===== config.mk =====
export PLATFORM = sky130hd
export DESIGN_NAME = fp_accum
export DESIGN_NICKNAME = d
export VERILOG_FILES = /design/src/rtl/fp_pkg.sv /design/src/rtl/fp_sat.sv /design/src/rtl/fp_accum.sv
export SDC_FILE = /design/constraint.sdc
export NUM_CORES = 1
export LEC_CHECK = 0
export BUFFER_PORTS_ARGS = -buffer_cell sky130_fd_sc_hd__buf_2
export CORE_ASPECT_RATIO = 0.5
export CORE_MARGIN = 2
export CORE_UTILIZATION = 30
export DETAILED_ROUTE_END_ITERATION = 10
export SETUP_SLACK_MARGIN = 0.15
export SKIP_CTS_REPAIR_TIMING = 1
export SYNTH_ARGS = -nofsm -noshare
export SYNTH_HDL_FRONTEND = slang
export SYNTH_SLANG_ARGS = --single-unit

===== constraint.sdc =====
create_clock -name Clk -period 4 [get_ports Clk]
set_input_delay 0.6 -clock Clk [delete_from_list [all_inputs] [get_ports Clk]]
set_output_delay 0.6 -clock Clk [all_outputs]
set_load 0.02 [all_outputs]

===== src/rtl/fp_pkg.sv =====
// Shared Q8.24 fixed-point definitions for the LBM datapath stages.
package fp_pkg;

    localparam int DEFAULT_DATA_WIDTH      = 32;
    localparam int DEFAULT_FRACTIONAL_BITS = 24;
    localparam int DEFAULT_INTEGER_BITS    = DEFAULT_DATA_WIDTH - DEFAULT_FRACTIONAL_BITS;

    localparam logic [DEFAULT_DATA_WIDTH-1:0] Q_ONE = 32'h01_000000;
    localparam logic [DEFAULT_DATA_WIDTH-1:0] Q_MAX = 32'h7FFF_FFFF;
    localparam logic [DEFAULT_DATA_WIDTH-1:0] Q_MIN = 32'h8000_0000;

    typedef logic signed [DEFAULT_DATA_WIDTH-1:0] q_word_t;

    typedef enum logic {
        ACCUM = 1'b0,
        DONE  = 1'b1
    } accum_state_t;

endpackage


===== src/rtl/fp_sat.sv =====
// Combinational clip of a wide signed value into a narrower signed word, with a clip flag.
module fp_sat #(
    parameter int IN_WIDTH  = 36,
    parameter int OUT_WIDTH = 32
) (
    input  logic signed [IN_WIDTH-1:0]  value,
    output logic        [OUT_WIDTH-1:0] result,
    output logic                        clipped
);

    logic [IN_WIDTH-OUT_WIDTH:0] top_bits;

    // The value fits only when every bit from the output sign bit upward agrees.
    always_comb begin
        top_bits = value[IN_WIDTH-1:OUT_WIDTH-1];
        result   = value[OUT_WIDTH-1:0];
        clipped  = 1'b0;
        if (!((&top_bits) || !(|top_bits))) begin
            clipped = 1'b1;
            if (value[IN_WIDTH-1]) begin
                result = {1'b1, {(OUT_WIDTH-1){1'b0}}};
            end else begin
                result = {1'b0, {(OUT_WIDTH-1){1'b1}}};
            end
        end
    end

endmodule


===== src/rtl/fp_accum.sv =====
// Streaming Q8.24 packet accumulator: sums up to MAX_TERMS terms and emits one saturated sum.
module fp_accum
    import fp_pkg::*;
#(
    parameter int DATA_WIDTH      = DEFAULT_DATA_WIDTH,
    parameter int FRACTIONAL_BITS = DEFAULT_FRACTIONAL_BITS,
    parameter int INTEGER_BITS    = DATA_WIDTH - FRACTIONAL_BITS,
    parameter int GUARD_BITS      = 4,
    parameter int MAX_TERMS       = 9
) (
    input  logic                                 Clk,
    input  logic                                 Reset,
    input  logic                                 in_valid,
    output logic                                 in_ready,
    input  logic signed [DATA_WIDTH-1:0]         Din,
    input  logic                                 in_last,
    output logic                                 out_valid,
    input  logic                                 out_ready,
    output logic        [DATA_WIDTH-1:0]         Dout,
    output logic                                 sat,
    output logic [$clog2(MAX_TERMS+1)-1:0]       term_count
);

    localparam int ACC_WIDTH   = INTEGER_BITS + FRACTIONAL_BITS + GUARD_BITS;
    localparam int COUNT_WIDTH = $clog2(MAX_TERMS + 1);

    accum_state_t                 state;
    accum_state_t                 state_next;
    logic signed [ACC_WIDTH-1:0]  acc;
    logic signed [ACC_WIDTH-1:0]  acc_next;
    logic [COUNT_WIDTH-1:0]       cnt;
    logic [COUNT_WIDTH-1:0]       cnt_next;
    logic                         accept;
    logic                         close;
    logic                         release_out;
    logic [DATA_WIDTH-1:0]        clip_value;
    logic                         clip_flag;

    assign accept      = in_valid & in_ready;
    assign release_out = out_valid & out_ready;
    assign acc_next    = acc + ACC_WIDTH'(Din);
    assign cnt_next    = cnt + COUNT_WIDTH'(1);
    // in_last and the term limit on the same term still make only one close.
    assign close       = accept & (in_last | (cnt_next == COUNT_WIDTH'(MAX_TERMS)));
    assign term_count  = cnt;

    fp_sat #(
        .IN_WIDTH  (ACC_WIDTH),
        .OUT_WIDTH (DATA_WIDTH)
    ) u_sat (
        .value   (acc_next),
        .result  (clip_value),
        .clipped (clip_flag)
    );

    always_ff @(posedge Clk) begin
        if (Reset) begin
            state <= ACCUM;
        end else begin
            state <= state_next;
        end
    end

    always_comb begin
        state_next = state;
        case (state)
            ACCUM: if (close)       state_next = DONE;
            DONE:  if (release_out) state_next = ACCUM;
            default:                state_next = ACCUM;
        endcase
    end

    // Handshake outputs come from state alone so nothing loops through the pipeline.
    always_comb begin
        in_ready  = 1'b0;
        out_valid = 1'b0;
        case (state)
            ACCUM:   in_ready  = 1'b1;
            DONE:    out_valid = 1'b1;
            default: in_ready  = 1'b0;
        endcase
    end

    // Intermediate sums run unclipped in the guard bits; only the closing value is saturated.
    always_ff @(posedge Clk) begin
        if (Reset) begin
            acc  <= '0;
            cnt  <= '0;
            Dout <= '0;
            sat  <= 1'b0;
        end else if (accept) begin
            acc <= acc_next;
            cnt <= cnt_next;
            if (close) begin
                Dout <= clip_value;
                sat  <= clip_flag;
            end
        end else if (release_out) begin
            acc <= '0;
            cnt <= '0;
        end
    end

endmodule


## Word-level counts from Yosys, hierarchy flattened

Index checks and enable logic that the tools add are counted.

| storage, ports and cells | value |
|---|---|
| flip-flop bits (word level) | 74 |
| output and inout bits | 39 |
| logic and storage cells | 31 |

| operators by class | value |
|---|---|
| add/subtract/negate cells | 2 |
| equality and inequality tests | 1 |
| muxes and demuxes | 12 |
| bitwise gates (word level) | 5 |
| reduce and logical (&&, ||, !) cells | 6 |

Operator list:

| operator | number |
|---|---|
| 2-to-1 mux 36 bit | 2 |
| 2-to-1 mux 32 bit | 2 |
| adder 36 x 32 -> 36 bit | 1 |
| 2-to-1 mux 4 bit | 2 |
| 2-to-1 mux 1 bit | 5 |
| AND reduction 5 bit | 1 |
| OR reduction 5 bit | 1 |
| adder 4 x 1 -> 4 bit, second input constant | 1 |
| equality test 4 bit, second input constant | 1 |
| AND 1 bit | 3 |
| one-hot mux 1 bit (2 select lines) | 1 |
| AND reduction 2 bit | 1 |
| nonzero test 2 bit | 1 |
| zero test 1 bit | 1 |
| logical OR 1 bit | 1 |
| NOT 1 bit | 1 |
| bitwise OR 1 bit | 1 |

## Depth between registers and ports, before layout

| depth | value |
|---|---|
| depth after elaboration | 6 |
| depth in mapped cells | 12 |
| gate-level depth less buffers | 11 |

## Cells and area by module

Synthesis repeated with hierarchy kept, for this count alone.

| second synthesis, totals | value |
|---|---|
| cell total of the unflattened synthesis | 628 |
| area total of the unflattened synthesis | 5451.5 µm² |

Modules (own cells, without submodules):

| module | times used | cells an instance | area each (µm²) | sequential area each (µm²) |
|---|---|---|---|---|
| fp_accum | 1 | 502 | 4411.7 | 1481.4 |
| fp_sat | 1 | 126 | 1039.7 | 0.0 |

## Worst setup path after synthesis

OpenSTA, ideal clock, no wires.

| timing | value |
|---|---|
| path kind | in2reg |
| from | in Din[0] |
| to | reg Dout[10] |
| data arrival time | 3102 ps |
| required time | 3857 ps |
| setup slack | 755 ps |
| cell stages on the path | 12 |
| path through | ha_1 -> fa_1 -> a211oi_1 -> o211ai_1 -> a41o_1 -> o21a_1 -> nor3_1 -> nor3_4 -> nor4_2 -> o21a_4 -> buf_6 -> o32ai_2 |

| between the ends | value |
|---|---|
| cells in the longest elaborated chain, start to end | 5 |

RTL lines:

| what | line | RTL |
|---|---|---|
| start: declaration | fp_accum.sv:15 | `input logic signed [DATA_WIDTH-1:0] Din,` |
| adder 36 x 32 -> 36 bit * | fp_accum.sv:41 | `assign acc_next = acc + ACC_WIDTH'(Din);` |
| OR reduction 5 bit | fp_sat.sv:18 | `if (!((&top_bits) \|\| !(\|top_bits))) begin` |
| zero test 1 bit | fp_sat.sv:18 |  |
| logical OR 1 bit | fp_sat.sv:18 |  |
| 2-to-1 mux 32 bit * | fp_sat.sv:18 |  |
| end signal: assignment | fp_accum.sv:95 | `Dout <= clip_value;` |
| end: declaration | fp_accum.sv:19 | `output logic [DATA_WIDTH-1:0] Dout,` |

Mark *: on every way between the ends. The rest lies on a longest branch, timed or not.
A chain may end at the register's enable or synchronous reset.

## Final worst setup path

Ends and elaborated chain as after synthesis.

==> results.cfg <==
[critical_path]
cp-startpoint = Din[0]
reg2reg_slack_ns = 0.67
critPathMaxStageDelay_ns = 0.44
start_kind = input port
worst-path-max-fanout = 14
rr_startpoint = acc[0]
cp.depth = 13
reg2reg_to = Dout[10]
cp.arrival_ns = 3.59
crit_path_end = Dout[10]
cp_slowest_cell = fa_1
r2r_cells = 12
path_buf_inv = 2
path_common_cell = a21oi_1
critical_path_class = in -> reg
timing.critical_path.cells = buf_2 > ha_1 > fa_1 > a211oi_1 > o211ai_1 > a311oi_1 > a21oi_1 > a21oi_1 > xnor2_1 > nor4_2 > o21a_4 > buf_12 > o32ai_2
crit_required_ns = 4.21
end_kind = register
critical_path.top_delay_family = compound AO/OA/AOI/OAI gates

[sta]
finalCritPeriodShare_pct = 84.4
rsz0062_at_grt = no
fmax_mhz = 296
setup_tns_ns = 0
final_max_slew_viol_count = 0
holdWs_ns = 0.500
finalHoldViolCount = 0
min_period_ns = 3.38
setup_violations = 0
relSlewSlack_pct = 58.8
worst_slew_pin_slew_ns = 0.616
setup_slack_ns = 0.622
finClkSkew_ns = 0.00535

[placement]
gp_congestion = 0.848
dp_hpwl_um = 11200
io_buffers = 75
place_ws_ns = 0.246

[global_routing]
grt_usage_pct = 16.2
grt_pass1_wl_um = 24300
grt-ovfl-total = 0
grt_start_max_net_pins = 49
antenna_found_initial = 0
grt_pass1_vias = 4818

[cts]
clk_pin_slew_ns = 0.06
cts_buffers = 9
numClockSinks = 74
htree_levels = 3
cts_tree = done
root_buffer = clkbuf_16
clk_path_buf_depth = 2
worstSkewPairLatency_ns = 0.34

[synthesis]
synthDominantCellAreaShare_pct = 28.1
synth.area.top_cells = dfxtp_1 (28%), o32ai_2 (9.0%), ha_1 (8.8%)
syn_area_per_cell_um2 = 8.19
synthCells = 643
yosys.cell_types.count = 66
ys_seq_elements = 74
synth_ff_type = dfxtp_1
yosysSeqAreaShare_pct = 28.1
synth_edf_count = 0
yosys_warnings = 0
yosys.area.top_type = dfxtp_1
netlist_area_mm2 = 0.00527
postSynth.asyncResetShare_pct = 0
synth.net_count = 718

[cells_and_area]
nets = 773
area_delta_synth_final_pct = 17.4
drive_gt1_share_pct = 21.8
diodes = 0
layout_commonest_cell = nor2_1
final_cell_mix = nor2_1 (120), dfxtp_1 (74), buf_2 (74)
fillers = 1837

[pwr]
power_leakage_nw = 2.64
finalPower_mw = 2.99
peakVddDrop_uv = 214
power.density_mw_per_mm2 = 484

[hold_path]
hold_class = reg -> reg

[die]
die_area_mm2 = 0.0187
die_w_um = 191
io_pins = 76
core-area_mm2 = 0.0173
initial_core_util_pct = 30.5
row_count = 34
die_h_um = 97.7

[run]
cap_violations = 0

[detailed_routing]
wirelength_um = 14700
postRouteAntennaNets = 0
drt_iter0_drc = 252
num_vias = 4924
drcViolationCount = 0
firstDrtPassIters = 5
wl_per_cell_um = 15.7
vias_per_cell = 5.26

[status]
status = finished clean
## cell type report
cell class	instances	area, µm²	share of cell area [%]
clock inverter	5	52.6	0.850
timing repair buffer	87	505	8.17
sequential	74	1480	24.0
tap	234	293	4.73
multi-input combinational	516	3560	57.6
inverter	10	37.5	0.607
clock buffer	11	253	4.09
## how the worst min path moves through the flow
stage,start,end,cells after the start
global route,acc[22],acc[22],2
global placement,acc[25],acc[25],2
floorplan,acc[25],acc[25],2
CTS,acc[25],acc[25],2
finish,acc[25],acc[25],2
detailed placement,acc[25],acc[25],2
## through the flow
step           instances  utilization (%)  area [µm²]
5_1_grt              937             35.8        6180
3_5_place_dp         921             34.0        5880
6_report             937             35.8        6180
3_3_place_gp         921             34.0        5880
4_1_cts              937             35.8        6180
2_1_floorplan        643                -        5270
## metal layers
metal,up-vias,track usage [%],share of wire [%]
met3,14,3.79,4.3
li1,2455,-,-
met2,84,26.2,45
met1,2371,21.6,49
met5,-,0,0
met4,0,4.14,1.0
## cell families after synthesis
family,count (synthesis),synth area share (%)
mux,1,0.190
flops,74,28.1
fa+ha+maj,38,9.17
simple gates,248,21.2
xor+xnor,34,5.65
buf+inv,53,4.82
compound gates,195,30.8
## where the power goes
group | switching [mW] | leakage [nW] | total, mW | internal (mW)
registers | 0.0617 | 0.611 | 0.915 | 0.853
clock network | 0.314 | 0.151 | 0.827 | 0.513
logic | 0.766 | 1.87 | 1.25 | 0.483
total | 1.14 | 2.64 | 2.99 | 1.85
## Yosys cell counts (all sizes together), types with 2 or more instances
master	instances
a41oi	2
a311oi	2
dfxtp	74
xor2	14
nand4	10
buf	16
or2	2
o211ai	6
o2111ai	2
o21ai	19
clkbuf	27
nand2b	2
and3	5
a21boi	2
nor3	9
nor2b	4
o21bai	6
nor2	121
or3	3
o31ai	3
o21a	8
inv	10
ha	37
xnor2	20
and2	2
a211oi	4
a31oi	3
a22oi	36
a21oi	47
nand3	13
nand2	69
a21o	12
o32ai	31
a211o	3
nor4	3
## tightest hold or removal path, delay by kind of cell (launching register included)
kind | cells | cell delay [ns]
DFF | 1 | 0.33
AOI/OAI and AO/OA | 1 | 0.06
and+or+nand+nor | 1 | 0.08
## sequential cells by signal, indices dropped and copies added (netlist names)
signal,flops
sat,1
term_count,4
Dout,32
acc,36
state,1
Power figures use the tool's default switching activity.
